<file path="src/rtl/fft_arith_pkg.sv">
// Shared arithmetic constants and types for the radix-16 FFT butterfly datapath.
package fft_arith_pkg;

    localparam int unsigned WIDTH      = 24;
    localparam int unsigned CLA_GROUPS = 6;
    localparam int unsigned GROUP_W    = 4;

    typedef logic [23:0] word_t;

    localparam word_t MODULUS = 24'd16760833;

endpackage

</file>
<file path="src/rtl/cla24_adder.sv">
// 24-bit carry-lookahead adder: six 4-bit group generators plus a second-level
// lookahead that forms every group carry-in directly from cin and the group terms.

// One 4-bit lookahead group: local sum plus group generate/propagate.
module cla4_group (
    input  logic [3:0] a,
    input  logic [3:0] b,
    input  logic       cin,
    output logic [3:0] sum,
    output logic       gg,
    output logic       gp
);
    logic [3:0] g;
    logic [3:0] p;
    logic [3:0] c;

    // Bit-level generate/propagate, in-group carries and group terms.
    always_comb begin
        g    = a & b;
        p    = a ^ b;
        c[0] = cin;
        c[1] = g[0] | (p[0] & cin);
        c[2] = g[1] | (p[1] & g[0]) | (p[1] & p[0] & cin);
        c[3] = g[2] | (p[2] & g[1]) | (p[2] & p[1] & g[0]) | (p[2] & p[1] & p[0] & cin);
        sum  = p ^ c;
        gg   = g[3] | (p[3] & g[2]) | (p[3] & p[2] & g[1]) | (p[3] & p[2] & p[1] & g[0]);
        gp   = &p;
    end
endmodule

module cla24_adder
    import fft_arith_pkg::*;
(
    input  logic [23:0] a,
    input  logic [23:0] b,
    input  logic        cin,
    output logic [23:0] sum,
    output logic        cout
);
    logic [CLA_GROUPS-1:0] grp_g;
    logic [CLA_GROUPS-1:0] grp_p;
    logic [CLA_GROUPS:0]   grp_c;

    for (genvar gi = 0; gi < CLA_GROUPS; gi++) begin : g_grp
        cla4_group u_grp (
            .a   (a[gi*GROUP_W +: GROUP_W]),
            .b   (b[gi*GROUP_W +: GROUP_W]),
            .cin (grp_c[gi]),
            .sum (sum[gi*GROUP_W +: GROUP_W]),
            .gg  (grp_g[gi]),
            .gp  (grp_p[gi])
        );
    end

    // Second-level lookahead: each group carry is a flat sum of products, no ripple.
    always_comb begin
        logic acc;
        logic prod;
        acc      = 1'b0;
        prod     = 1'b0;
        grp_c    = '0;
        grp_c[0] = cin;
        for (int unsigned i = 1; i <= CLA_GROUPS; i++) begin
            acc  = 1'b0;
            for (int unsigned j = 0; j < i; j++) begin
                prod = grp_g[j];
                for (int unsigned k = j + 1; k < i; k++) begin
                    prod = prod & grp_p[k];
                end
                acc = acc | prod;
            end
            prod = cin;
            for (int unsigned k = 0; k < i; k++) begin
                prod = prod & grp_p[k];
            end
            grp_c[i] = acc | prod;
        end
    end

    assign cout = grp_c[CLA_GROUPS];
endmodule

</file>
<file path="src/rtl/cla24_modadd_pipe.sv">
// Two-stage modular add/subtract: stage 1 forms the raw CLA sum/difference and
// the reduction flag, stage 2 applies a single +/- MODULUS correction.
module cla24_modadd_pipe #(
    parameter int unsigned        WIDTH   = 24,
    parameter logic [WIDTH-1:0]   MODULUS = 24'd16760833
) (
    input  logic             clk,
    input  logic             rst,
    input  logic             in_valid,
    output logic             in_ready,
    input  logic             in_sub,
    input  logic [WIDTH-1:0] in_a,
    input  logic [WIDTH-1:0] in_b,
    output logic             out_valid,
    input  logic             out_ready,
    output logic [WIDTH-1:0] out_data
);
    import fft_arith_pkg::*;

    logic  s1_valid;
    word_t s1_r;
    logic  s1_f;
    logic  s1_sub;
    logic  s2_valid;

    logic  s2_adv;
    word_t s1_sum;
    logic  s1_cout;
    logic  s1_f_next;
    word_t corr_b;
    logic  corr_cin;
    word_t corr_sum;
    logic  corr_cout;

    // Subtraction is a + ~b + 1 through the same adder.
    cla24_adder u_s1_add (
        .a    (in_a),
        .b    (in_sub ? ~in_b : in_b),
        .cin  (in_sub),
        .sum  (s1_sum),
        .cout (s1_cout)
    );

    // Correction adder: r - M as r + ~M + 1, r + M directly, or r + 0.
    cla24_adder u_s2_corr (
        .a    (s1_r),
        .b    (corr_b),
        .cin  (corr_cin),
        .sum  (corr_sum),
        .cout (corr_cout)
    );

    // Handshake and flag/correction-operand selection.
    always_comb begin
        s2_adv    = !s2_valid || out_ready;
        in_ready  = !s1_valid || s2_adv;
        s1_f_next = in_sub ? !s1_cout : (s1_cout || (s1_sum >= MODULUS));
        corr_b    = '0;
        corr_cin  = 1'b0;
        if (s1_f) begin
            corr_b   = s1_sub ? MODULUS : ~MODULUS;
            corr_cin = !s1_sub;
        end
    end

    // Pipeline registers; reset discards everything in flight.
    always_ff @(posedge clk) begin
        if (rst) begin
            s1_valid <= 1'b0;
            s1_r     <= '0;
            s1_f     <= 1'b0;
            s1_sub   <= 1'b0;
            s2_valid <= 1'b0;
            out_data <= '0;
        end else begin
            if (s2_adv) begin
                s2_valid <= s1_valid;
                if (s1_valid) begin
                    out_data <= corr_sum;
                end
            end
            if (in_ready) begin
                s1_valid <= in_valid;
                if (in_valid) begin
                    s1_r   <= s1_sum;
                    s1_f   <= s1_f_next;
                    s1_sub <= in_sub;
                end
            end
        end
    end

    assign out_valid = s2_valid;

    logic unused_cout;
    assign unused_cout = corr_cout;
endmodule

</file>
<file path="config.mk">
export PLATFORM = sky130hd
export DESIGN_NAME = cla24_modadd_pipe
export DESIGN_NICKNAME = d
export VERILOG_FILES = /design/src/rtl/fft_arith_pkg.sv /design/src/rtl/cla24_adder.sv /design/src/rtl/cla24_modadd_pipe.sv
export SDC_FILE = /design/constraint.sdc
export NUM_CORES = 1
export LEC_CHECK = 0
export CAP_MARGIN = 5
export CORE_AREA = 2 2 105 107
export CTS_BUF_LIST = sky130_fd_sc_hd__clkbuf_4 sky130_fd_sc_hd__clkbuf_8 sky130_fd_sc_hd__clkbuf_16
export CTS_CLUSTER_DIAMETER = 50
export DETAILED_ROUTE_END_ITERATION = 16
export DIE_AREA = 0 0 107 109
export PLACE_DENSITY = 0.66
export RECOVER_POWER = 100
export SKIP_LAST_GASP = 1
export SLEW_MARGIN = 10
export SYNTH_ARGS = -nofsm -noshare
export SYNTH_HDL_FRONTEND = slang
export SYNTH_SLANG_ARGS = --single-unit
</file>
<file path="constraint.sdc">
create_clock -name clk -period 4.7 [get_ports clk]
set_clock_uncertainty 0.15 [all_clocks]
set_input_delay 0.94 -clock clk [delete_from_list [all_inputs] [get_ports clk]]
set_output_delay 0.94 -clock clk [all_outputs]
set_load 0.02 [all_outputs]
</file>
==> metrics.md <==
| Metric | Value |
|---|---|
| Initial Util | `0.389` |
| Ys async rst share | `0` |
| Clock network power share | `0.179` |
| Synth Instances | `497` |
| Hold-fix buffers at CTS | `0` |
| Post-Syn Area | `0.00413 mm²` |
| Die Ht | `109 µm` |
| Largest net degree at the start of global routing | `51` |
| # nets final | `684` |
| Minimum clock period | `4.34 ns` |
| CTS H-tree lvls | `2` |
| Area delta synth->final | `24.5%` |
| Crit path kind | `primary input to flop` |
| Worst Path Required | `4.77 ns` |
| CP max stage delay | `0.55 ns` |
| Seq pwr share | `0.380` |
| Final setup viols | `0` |
| Sink Count | `52` |
| Worst-path cell chain | `clkdlybuf4s50_1 > xor2_1 > ha_1 > a211o_1 > a211o_1 > o2bb2ai_2 > o21ai_1 > nand2_1 > a21o_1 > fa_1 > xnor2_1 > nor4_1 > nand4b_1 > nor4_1 > nand2_1 > o41ai_2` |
| Row cnt | `38` |
| Initial antenna violation count | `0` |
| First-pass GRT wire length | `16000 µm` |
| Hpwl dp | `7300 µm` |
| Worst slew margin | `0.0519` |
| Tcrit/Tclk final | `0.924` |
| CP Capture Type | `flop` |
| Port buffer count | `78` |
| Vias | `3591` |
| Final Hold Viols | `0` |
| Post-route DRC | `0` |
| Warnings from Yosys | `0` |
| Status | `completed` |
| Vias per std cell | `5.04` |
| Sequential area share after synthesis | `0.252` |
| Post-synth EDFFs | `0` |
| Achievable frequency | `230 MHz` |
| CP Data Arrival Time | `4.42 ns` |
| CTS clk-pin slew, worst paths | `roughly 0.090 ns` |
| Power per cell area | `around 260 mW/mm²` |
| Core Util, Final | `0.485` |
| Static Leakage | `2.24 nW` |
| Startpoint types | `primary input` |
| RePlAce Congestion | `roughly 0.81` |
| Starting DRT DRC Count | `140` |
| Post-CTS sizing | `0` |
| Die area | `0.0117 mm²` |
| Int Power | `0.874 mW` |
| Combinational power share | `0.441` |
| Drt wl/cell | `roughly 13 µm` |
| Drt pass-1 iters | `4` |
| Slowest CP cell | `clkdlybuf4s50_1` |
| Max FO, Critical Path | `2` |
| IO Count | `79` |
| Final worst slack | `0.359 ns` |
| Root Driver | `clkbuf_8` |
| N_diodes | `0` |
| Top FF cell, synth | `dfxtp_1` |
| Die W | `107 µm` |
| Psw | `0.488 mW` |
| RSZ-0062 raised after global routing | `false` |
| VDD IR max | `99.1 µV` |
| Switch share | `0.358` |
| Core area | `0.0106 mm²` |
| Worst Max-Slew Pin Slew | `1.42 ns` |
| Routed wire length | `8940 µm` |
| Max-cap violations | `0` |
| Worst-Skew Late Latency | `0.31 ns` |
| Number of routed nets with antenna violations | `0` |
| Syn nets | `608` |
| Setup WS pre-CTS | `-0.0183 ns` |
| Max Slew Vio Count | `0` |
| CTS tree | `built` |
| Synth cell types | `55` |
| Yosys reg bits | `52` |
| Mean post-synth cell area | `8.31 µm²` |
| Clock Path Buffers | `2` |
| Post-CTS setup buffers | `0` |
| Clock buffer count from CTS | `5` |
| Vias in the first global route | `3559` |
| Tightest Hold Check Type | `flop to flop` |
| Layout cells sized above 1 | `0.0384` |
| Gr usage total | `0.164` |
| Grt ovf | `0` |
-- per-layer routing --
layer | global-route usage | wire length, µm | vias up
met1 | 0.226 | 4500 | 1607
li1 | - | - | 1898
met3 | 0.0245 | 385 | 9
met2 | 0.271 | 3950 | 77
met5 | 0 | 0 | -
met4 | 0.0417 | 102 | 0
-- worst max-delay path: cells and delay by family --
kind	cells	cell delay (ns)
AO/OA/AOI/OAI	6	1.28
AND/OR/NAND/NOR	5	0.66
adder cells (fa/ha/maj)	2	0.65
XOR/XNOR	2	0.33
buffers and inverters	1	0.55
-- area by class of cell --
cell class / instances / area (µm²)
Timing Repair Buffer: 90 / 858
Clock buffer: 6 / 76.3
Fill cell: 1048 / 5460
Tap cell: 140 / 175
Sequential cell: 52 / 1040
Multi-Input combinational cell: 408 / 2920
Inverter: 16 / 60.1
Clock inverter: 1 / 5.00
-- logic make-up after synthesis --
family          Yosys count  share of synthesized area
compound gates          131                      0.211
simple gates            156                      0.171
flops                    52                      0.252
fa+ha+maj                58                      0.196
xor+xnor                 61                      0.129
mux                       2                    0.00485
buf+inv                  37                     0.0355
-- power by group through the flow --
stage               Combinational [mW]  Sequential (mW)  Clock [mW]
global placement                 0.598            0.527           0
global route                     0.679            0.524       0.268
detailed placement               0.611            0.529           0
CTS                              0.616            0.519       0.251
finish                           0.600            0.518       0.243
floorplan                        0.414            0.539           0
-- cell usage after synthesis (3+ instances only) --
cell / number / share of area
nand2_1: 68 / 0.062
xor2_1: 36 / 0.076
nor2b_1: 4 / 0.0061
nor2_1: 39 / 0.035
a21o_1: 11 / 0.020
o21bai_1: 4 / 0.0073
nand3_1: 8 / 0.0097
a211oi_1: 17 / 0.031
dfxtp_1: 52 / 0.25
buf_1: 3 / 0.0027
inv_1: 15 / 0.014
o21a_1: 7 / 0.013
and2_1: 6 / 0.0091
xnor2_1: 25 / 0.053
nor3b_1: 4 / 0.0073
o21ai_0: 11 / 0.013
fa_1: 11 / 0.053
or3_1: 4 / 0.0061
a21oi_1: 55 / 0.067
nand4_1: 4 / 0.0061
clkbuf_1: 17 / 0.015
ha_1: 47 / 0.14
nor3_1: 6 / 0.0073
nor4_1: 3 / 0.0045
-- sequential cells by signal, summed over array words and instances, names as in the netlist --
register   flops
out_data      24
out_valid      1
s1_f           1
s1_r          24
s1_sub         1
s1_valid       1
-- layout by cell type, fill, tap and decap left out, types with 3 or more instances in the layout --
cell / instances
a21oi_1: 55
and2_0: 3
ha_1: 47
nor3b_1: 4
o21a_1: 7
nand2_1: 68
a21o_1: 11
nor2_1: 39
o21ai_0: 12
buf_4: 9
fa_1: 11
nand4_1: 4
a211oi_1: 17
clkdlybuf4s50_1: 49
nor2b_1: 3
dlygate4sd3_1: 28
nor4_1: 3
and2_1: 3
or3_1: 4
o21bai_1: 4
inv_1: 15
nand3_1: 8
dfxtp_1: 52
nor3_1: 6
xor2_1: 36
clkbuf_8: 5
xnor2_1: 25
-- stage by stage --
step | std cells | instance area, µm² | setup TNS (ns) | total power [mW] | hold slack, ns
finish | 713 | 5140 | 0 | 1.36 | 0.302
global route | 713 | 5140 | 0 | 1.47 | 0.330
CTS | 713 | 5170 | 0 | 1.39 | 0.310
detailed placement | 706 | 5090 | -0.0183 | 1.14 | 0.298
global placement | 706 | 5090 | 0 | 1.13 | 0.292
floorplan | 497 | 4130 | 0 | 0.953 | 0.286
-- path summary, 6_finish.rpt --
path                  end  slack, ns  depth (start not counted)         start
min          out_data[22]       0.30                          2  out_data[22]
min reg2reg  out_data[22]       0.30                          2  out_data[22]
max reg2reg  out_data[21]       0.65                         13          s1_f
max                  s1_f       0.36                         16       in_b[0]
Power figures use the tool's default switching activity.
